===== src/rtl/arb_pkg.sv =====
// Shared types and defaults for mem_arbiter: FSM state encoding, grant-select
// enum and the default starvation/timeout limits.
package arb_pkg;

    typedef enum logic [1:0] {
        IDLE   = 2'd0,
        BUSY_F = 2'd1,
        BUSY_D = 2'd2,
        DONE   = 2'd3
    } state_t;

    typedef enum logic [1:0] {
        GNT_NONE = 2'd0,
        GNT_F    = 2'd1,
        GNT_D    = 2'd2
    } gnt_t;

    localparam int unsigned STARVE_MAX_DEF = 4;
    localparam int unsigned TIMEOUT_DEF    = 64;

endpackage


===== src/rtl/arb_prio.sv =====
// Combinational grant decision: data first, unless fetch has been passed over
// STARVE_MAX times in a row.
module arb_prio
    import arb_pkg::*;
#(
    parameter int unsigned STARVE_MAX = STARVE_MAX_DEF
) (
    input  logic       if_req,
    input  logic       dm_req,
    input  logic [3:0] starve_cnt,
    output gnt_t       gnt
);

    localparam logic [3:0] STARVE_LIM = 4'(STARVE_MAX);

    // NOTE: assign every always_comb output a default first so no path leaves it unassigned and infers a latch.
    always_comb begin
        gnt = GNT_NONE;
        if (dm_req && (!if_req || (starve_cnt < STARVE_LIM))) begin
            gnt = GNT_D;
        end else if (if_req) begin
            gnt = GNT_F;
        end
    end

endmodule


===== src/rtl/mem_arbiter.sv =====
// Fetch/data arbiter onto a single-port memory with ack handshake.
// Optional BUSY watchdog enabled by defining ARB_TIMEOUT_EN.
module mem_arbiter
    import arb_pkg::*;
#(
    parameter int unsigned STARVE_MAX = STARVE_MAX_DEF,
    parameter int unsigned TIMEOUT    = TIMEOUT_DEF
) (
    input  logic        clk,
    input  logic        reset,
    input  logic        if_req,
    input  logic [31:0] if_addr,
    output logic [31:0] if_rdata,
    output logic        if_ready,
    input  logic        dm_req,
    input  logic        dm_we,
    input  logic [31:0] dm_addr,
    input  logic [31:0] dm_wdata,
    output logic [31:0] dm_rdata,
    output logic        dm_ready,
    output logic        mem_req,
    output logic        mem_we,
    output logic [31:0] mem_addr,
    output logic [31:0] mem_wdata,
    input  logic [31:0] mem_rdata,
    input  logic        mem_ack,
    output logic        busy,
    output logic        err
);

    if ((STARVE_MAX < 1) || (STARVE_MAX > 15) || (TIMEOUT < 2) || (TIMEOUT > 255)) begin : g_param_range
        $error("mem_arbiter: STARVE_MAX or TIMEOUT out of range");
    end

    localparam logic [3:0] STARVE_LIM = 4'(STARVE_MAX);

    state_t     state;
    state_t     state_nxt;
    gnt_t       gnt;
    logic [3:0] starve_cnt;
    logic       served_d;
    logic       in_busy;
    logic       finish;
    logic       abort;
    logic       grant;

    arb_prio #(.STARVE_MAX(STARVE_MAX)) u_prio (
        .if_req     (if_req),
        .dm_req     (dm_req),
        .starve_cnt (starve_cnt),
        .gnt        (gnt)
    );

    assign in_busy = (state == BUSY_F) || (state == BUSY_D);
    assign grant   = (state == IDLE) && (gnt != GNT_NONE);
    assign finish  = in_busy && (mem_ack || abort);

`ifdef ARB_TIMEOUT_EN
    logic [7:0] wdog;
    logic       err_q;

    // Watchdog sits at zero outside BUSY, so it is already clear on entry.
    always_ff @(posedge clk or negedge reset) begin
        if (!reset) begin
            wdog  <= '0;
            err_q <= 1'b0;
        end else begin
            wdog <= in_busy ? wdog + 8'd1 : 8'd0;
            if (finish) begin
                err_q <= abort;
            end
        end
    end

    assign abort = in_busy && !mem_ack && (wdog == 8'(TIMEOUT - 1));
    assign err   = (state == DONE) && err_q;
`else
    assign abort = 1'b0;
    assign err   = 1'b0;
`endif

    always_comb begin
        state_nxt = state;
        case (state)
            IDLE: begin
                if (gnt == GNT_D) begin
                    state_nxt = BUSY_D;
                end else if (gnt == GNT_F) begin
                    state_nxt = BUSY_F;
                end
            end
            BUSY_F, BUSY_D: begin
                if (mem_ack || abort) begin
                    state_nxt = DONE;
                end
            end
            DONE:    state_nxt = IDLE;
            default: state_nxt = IDLE;
        endcase
    end

    // NOTE: sequential state uses non-blocking (<=) so every register samples pre-edge values.
    always_ff @(posedge clk or negedge reset) begin
        if (!reset) begin
            state <= IDLE;
        end else begin
            state <= state_nxt;
        end
    end

    always_ff @(posedge clk or negedge reset) begin
        if (!reset) begin
            mem_we     <= 1'b0;
            mem_addr   <= '0;
            mem_wdata  <= '0;
            served_d   <= 1'b0;
            starve_cnt <= '0;
        end else if (grant) begin
            served_d  <= (gnt == GNT_D);
            mem_we    <= (gnt == GNT_D) && dm_we;
            mem_addr  <= (gnt == GNT_D) ? dm_addr : if_addr;
            mem_wdata <= (gnt == GNT_D) ? dm_wdata : 32'h0;
            if ((gnt == GNT_D) && if_req) begin
                starve_cnt <= (starve_cnt < STARVE_LIM) ? starve_cnt + 4'd1 : STARVE_LIM;
            end else begin
                starve_cnt <= '0;
            end
        end
    end

    // Writes and aborted transactions return zero to the served port.
    always_ff @(posedge clk or negedge reset) begin
        if (!reset) begin
            if_rdata <= '0;
            dm_rdata <= '0;
        end else if (finish) begin
            if (served_d) begin
                dm_rdata <= (mem_ack && !mem_we) ? mem_rdata : 32'h0;
            end else begin
                if_rdata <= mem_ack ? mem_rdata : 32'h0;
            end
        end
    end

    assign mem_req  = in_busy;
    assign busy     = (state != IDLE);
    assign if_ready = (state == DONE) && !served_d;
    assign dm_ready = (state == DONE) && served_d;

endmodule

===== config.mk =====
export PLATFORM = sky130hd
export DESIGN_NAME = mem_arbiter
export DESIGN_NICKNAME = d
export VERILOG_FILES = /design/src/rtl/arb_pkg.sv /design/src/rtl/arb_prio.sv /design/src/rtl/mem_arbiter.sv
export SDC_FILE = /design/constraint.sdc
export NUM_CORES = 1
export LEC_CHECK = 0
export CAP_MARGIN = 5
export CORE_ASPECT_RATIO = 0.5
export CORE_MARGIN = 2
export CORE_UTILIZATION = 30
export CTS_BUF_LIST = sky130_fd_sc_hd__clkbuf_4 sky130_fd_sc_hd__clkbuf_8
export DETAILED_ROUTE_END_ITERATION = 10
export SYNTH_ARGS = -nofsm -noshare
export SYNTH_HDL_FRONTEND = slang
export SYNTH_SLANG_ARGS = --single-unit

===== constraint.sdc =====
create_clock -name clk -period 3.7 [get_ports clk]
set_input_delay 1.11 -clock clk [delete_from_list [all_inputs] [get_ports clk]]
set_output_delay 1.11 -clock clk [all_outputs]
set_load 0.01 [all_outputs]

==> summary.txt, run 1 <==
Worst setup path
  • Critical path arrival: 1.93 ns
  • Worst setup startpoint: state[0]
  • Crit path max fanout: 6
  • Category of the most critical setup path: reg -> out
  • Worst setup SP type: flop
  • Setup slack, reg-to-reg: 1.54 ns
  • FF-to-FF End: mem_addr[2]
  • Critical Path End Type: output port
  • Reg2Reg Depth: 7
  • WP data required: 2.59 ns
  • Reg2reg start: state[0]

Finish
  • Area Growth Syn to Fin: 59.7%
  • Antenna Cells: 0
  • Cell Count, Final, Fillers Out: 1012
  • Share of layout cells above drive strength 1: 11.4%
  • Nets@finish: 897

Synthesis
  • Sequential area share after synthesis: 60.9%
  • Synth Warn #: 0
  • Yosys cell types: 28
  • Post-synth EDFFs: 0
  • Cell taking the most area after synthesis: dfrtp_1
  • Dominant cells by area after synthesis: dfrtp_1 (61%), nand2_1 (8.6%), mux2_2 (6.9%)
  • Top-count cell post-synth: dfrtp_1
  • Net count after synthesis: 639
  • Yosys top cell area share: 60.9%
  • Top_reg_cell synth: dfrtp_1
  • Cell Area, Synth: 0.00559 sq mm
  • Synth cell count leaders: dfrtp_1 (136), nand2_1 (128), a22o_1 (35)
  • Mapped Cells: 501
  • Synth async-reset ratio: 100%
  • Mean post-synth cell area: 11.2 sq um
  • Synth Register Bits: 136

Clock network
  • Root Buffer Master: clkbuf_8
  • CTS tree: yes
  • Clk sink count: 136
  • Skew-Pair Late Insertion Delay: 0.43 ns
  • Num CTS Buffers: 17
  • H-tree levels: 4
  • CTS resizes: 0
  • Clk buf depth: 2
  • Post-CTS Setup Repair Bufs: 0
  • Hold buffers post-CTS: 0
  • Clock transition at path regs: 0.08 ns

GRT
  • Initial antenna violation count: 0
  • GR Overflow Total: 0
  • First-pass GRT wire length: 27.4 mm
  • Pin count of the biggest net entering global routing: 73
  • Total track usage: 17.8%
  • Vias in the first global route: 4983

Floorplan
  • Initial core utilization: 30.5%
  • Chip width: 197 um
  • Rows: 35
  • Die Y-Extent: 101 um
  • DIE AREA: 0.0198 sq mm
  • Floorplan core area: 0.0183 sq mm
  • I/O pin cnt: 268

Min path
  • HP Start: dm_rdata[2]
  • Hold Path Depth: 2
  • Worst Hold Path EP: dm_rdata[2]
  • Worst hold path class: reg -> reg

Detailed routing
  • Pre-antenna DRT Iters: 4
  • Max Used Layer: met4
  • Total Wirelength: 17.1 mm
  • Met3 WL: 600 um
  • Wl on met1: 7.50 mm
  • Antenna-violating nets left: 0
  • Vias: 4693
  • Detail-routed via count per cell: 4.64
  • Detail Route met2 WL: 8.68 mm
  • Drt drc: 0
  • Wire per inst: 16.9 um
  • First-iteration detailed-routing DRC count: 200

Timing
  • RSZ-0062 raised after global routing: false
  • Setup tns final: 0 ns
  • Post-route minimum period: 3.04 ns
  • Peak Freq: 329 MHz
  • WHS: 0.480 ns
  • Worst Skew: 0.0161 ns
  • Final Cycle Share: 82.1%
  • Final setup viols: 0
  • Hold Fails Final Rpt: 0
  • Max Slew Vio Count: 0
  • Max_slew headroom: 46.9%
  • Worst slew pin tran: 0.797 ns

Place
  • Post-DP HPWL: 12.5 mm
  • Inst Count DP: 980
  • RD Place Congestion: 0.781
  • Buffers on Ports: 266

Power and ir drop
  • VDD IR max: 0.000299 V
  • P_leak: 3.72 nW
  • Pwr Density: 832 mW/mm^2

Run
  • Max-cap violation count: 0

Outcome
  • Outcome: complete, no violations
==> routing by layer <==
layer	track usage, %	vias up
met5	0	-
met4	6.19	0
met3	2.91	23
met2	30.5	112
met1	23.0	2282
li1	-	2276
==> through the flow <==
| step | util, % | setup slack (ns) | area, sq um | power [mW] |
|---|---|---|---|---|
| after global routing | 48.7 | 0.569 | 8920 | 7.92 |
| final | 48.7 | 0.664 | 8920 | 7.42 |
| after global placement | 46.4 | 0.791 | 8500 | 6.11 |
| after CTS | 48.7 | 0.615 | 8920 | 7.52 |
| after detailed placement | 46.4 | 0.767 | 8500 | 6.18 |
| after floorplan | - | 1.70 | 5590 | 4.17 |
==> sequential cells by signal, summed over array words and instances (netlist names) <==
signal      flops
mem_wdata      32
mem_we          1
state           2
mem_addr       32
if_rdata       32
served_d        1
starve_cnt      4
dm_rdata       32
==> worst max path at each step <==
stage | end | slack (ns) | cells after the start
after CTS | mem_req | 0.61 | 3
after global routing | mem_req | 0.57 | 3
after floorplan | state[0] | 1.70 | 3
final | mem_req | 0.66 | 3
after detailed placement | dm_rdata[27] | 0.77 | 5
after global placement | dm_rdata[13] | 0.79 | 5
==> critical path, stage by stage, from the launching register on <==
cell and delay (ns):
dfrtp_1 0.39, inv_1 0.08, ha_1 0.42, clkdlybuf4s50_1 0.62
==> final cells by class <==
type                       instances  area, sq um
clock buffer                      19          255
multi-input combinational        318         1970
sequential                       136         3400
tap                              240          300
clock inverter                    13          170
fill                            1691         9380
timing repair buffer             282         2800
inverter                           4         15.0
==> cells in the final DEF (no fill, tap or decap), drive strengths merged, types with 2 or more instances in the layout <==
cell,n
clkdlybuf4s50,264
dfrtp,136
nand2,128
a22o,35
mux2,34
o21ai,34
nand4,32
o211ai,32
clkbuf,19
buf,18
inv,7
ha,4
clkinv,4
and2,3
bufinv,3
clkinvlp,3
nor2b,3
a31oi,2
nand3,2
==> power breakdown <==
part / switching (mW) / internal (mW) / total [mW]
Sequential: 0.380 / 2.19 / 2.57
Combinational: 1.55 / 1.99 / 3.53
Clock: 0.618 / 0.701 / 1.32
Total: 2.55 / 4.88 / 7.42
==> kinds of logic (layout without fill, tap and decap cells) <==
kind of cell | Yosys count | count (layout) | synth area share [%]
buffers and inverters | 47 | 318 | 4.10
AO/OA/AOI/OAI | 106 | 106 | 13.6
flip-flops | 136 | 136 | 60.9
other | 1 | 1 | 0.0671
adder cells (fa/ha/maj) | 4 | 4 | 0.896
multiplexers | 35 | 35 | 7.03
AND/OR/NAND/NOR | 172 | 172 | 13.4
(Power assumes the default switching activity.)
==> run 2, diff against run 1 <==
- clock period: 3.7 -> 2.5 ns (I/O delays scaled with it)
==> run 2 against run 1 <==
  * Core utilization up 0.27 points
  * Sequential share of layout area down 0.21 points
  * Wire length up 1.2%
  * Count of clock-buffer cells in the layout down 1
  * Critical endpoint unchanged
  * Highest routed layer unchanged
==> summary.txt, run 2 (synthesis results as in run 1) <==
Outcome
  • Outcome: complete, no violations

Detailed routing
  • Max Used Layer: met4
  • Met3 WL: 672 um
  • Total Wirelength: 17.3 mm
  • Detail-routed via count per cell: 4.70
  • First-iteration detailed-routing DRC count: 196
  • Wire per inst: 17.0 um
  • Antenna-violating nets left: 0
  • Detail Route met2 WL: 8.67 mm
  • Wl on met1: 7.60 mm
  • Pre-antenna DRT Iters: 4
  • Drt drc: 0
  • Vias: 4777

Finish
  • Post-Layout Inst Area: 0.00897 sq mm
  • Share of layout cells above drive strength 1: 11.9%
  • Most frequent cells in the layout: clkdlybuf4s50_1 (260), dfrtp_1 (136), nand2_1 (128)
  • Area Growth Syn to Fin: 60.6%
  • Antenna Cells: 0
  • Commonest non-fill, non-tap cell in the layout: clkdlybuf4s50_1
  • Nets@finish: 901
  • Final core occ: 49.0%

Floorplan
  • Rows: 35
  • Chip width: 197 um
  • Initial core utilization: 30.5%
  • DIE AREA: 0.0198 sq mm
  • I/O pin cnt: 268
  • Floorplan core area: 0.0183 sq mm
  • Die Y-Extent: 101 um

Timing
  • Max_slew headroom: 64.3%
  • Hold Fails Final Rpt: 0
  • Final setup viols: 0
  • RSZ-0062 raised after global routing: false
  • Worst Skew: 0.00888 ns
  • Setup tns final: 0 ns
  • Worst slew pin tran: 0.536 ns
  • Final Cycle Share: 90.0%
  • Peak Freq: 444 MHz
  • Post-route minimum period: 2.25 ns
  • Max Slew Vio Count: 0

Place
  • RD Place Congestion: 0.796
  • Post-DP HPWL: 12.5 mm
  • Buffers on Ports: 266
  • DP Area: 0.00858 sq mm

Run
  • Max-cap violation count: 0

Power and ir drop
  • Pwr Density: 1220 mW/mm^2
  • Pwr Total: 10.9 mW
  • P_leak: 3.79 nW
  • VDD IR max: 0.000369 V

Worst setup path
  • WP data required: 1.75 ns
  • Crit path max fanout: 3
  • Crit-path slowest cell: dfrtp_1
  • Critical Path End Type: output port
  • FF-to-FF End: mem_addr[12]
  • Cells along the critical path: inv_1 -> ha_1 -> dlygate4sd2_1
  • Category of the most critical setup path: reg -> out
  • Worst setup SP type: flop
  • Reg2reg start: state[0]
  • Crit path max-delay family: flip-flops
  • Slowest stage delay, CP: 0.38 ns
  • Critical path arrival: 1.50 ns
  • Setup slack, reg-to-reg: 0.66 ns
  • Reg2Reg Depth: 7
  • Buf+Inv Stages, Crit Path: 2

Clock network
  • Num CTS Buffers: 17
  • Clk buf depth: 2
  • Root Buffer Master: clkbuf_8
  • CTS tree: yes
  • Clock transition at path regs: 0.08 ns
  • Hold buffers post-CTS: 0
  • H-tree levels: 4
  • Clk sink count: 136
  • Skew-Pair Late Insertion Delay: 0.43 ns
  • Post-CTS Setup Repair Bufs: 0

GRT
  • First-pass GRT wire length: 26.9 mm
  • Pin count of the biggest net entering global routing: 65
  • Initial antenna violation count: 0
  • Total track usage: 17.6%
  • Vias in the first global route: 4794
  • GR Overflow Total: 0

Min path
  • Worst hold path class: in -> async
==> run 2: changes by cell type in the layout (fill, tap and decap cells not counted) <==
cell | previous run | this run
dlymetal6s2s_1 | 0 | 2
clkinv_2 | 1 | 3
dlygate4sd2_1 | 0 | 2
clkdlybuf4s50_1 | 264 | 260
bufinv_16 | 3 | 2
clkinv_4 | 3 | 5
inv_6 | 3 | 2
clkbuf_8 | 18 | 17
buf_12 | 2 | 6
clkinvlp_4 | 3 | 2
==> run 2: area by class of cell <==
class,count,area (sq um)
tap,240,300
sequential,136,3400
fill,1689,9330
clock inverter,14,151
timing repair buffer,286,2890
inverter,4,15.0
multi-input combinational,318,1970
clock buffer,18,241
==> run 2: repair_timing <==
| action | in CTS | in global routing |
|---|---|---|
| hold endpoints to repair | 0 | 0 |
| setup endpoints to repair | 2 | 2 |
| resized for setup | 2 | 2 |
==> run 2: worst max-delay path by stage <==
stage | startpoint | to | slack (ns) | cells past startpoint
after floorplan | state[0] | if_rdata[10] | 0.85 | 5
after global placement | if_req | mem_wdata[18] | 0.31 | 5
after detailed placement | if_req | mem_wdata[21] | 0.25 | 5
after CTS | state[0] | if_ready | 0.006 | 3
after global routing | state[1] | mem_req | 0.15 | 3
final | state[0] | mem_req | 0.25 | 3
==> run 2: report_power, final <==
part | switching, mW | internal, mW | total, mW
Sequential | 0.564 | 3.24 | 3.80
Clock | 0.903 | 0.905 | 1.81
Combinational | 2.31 | 2.99 | 5.29
==> run 2: metrics by stage <==
stage	cells	worst slack, ns	hold WS [ns]
floorplan	501	0.854	0.454
global placement	984	0.310	0.462
detailed placement	984	0.251	0.471
CTS	1016	0.00607	0.264
global route	1016	0.149	0.282
finish	1016	0.249	0.259
==> run 2: per-layer routing <==
metal  vias to the layer above  track usage [%]
li1                       2294                -
met3                        23             4.05
met5                         -                0
met4                         0             6.42
met1                      2332             22.3
met2                       128             29.8
==> run 3, diff against run 2 <==
- CAP_MARGIN: 5 -> 10
==> results of run 3 <==
Final layout, timing and power as in run 2 (identical DEF).
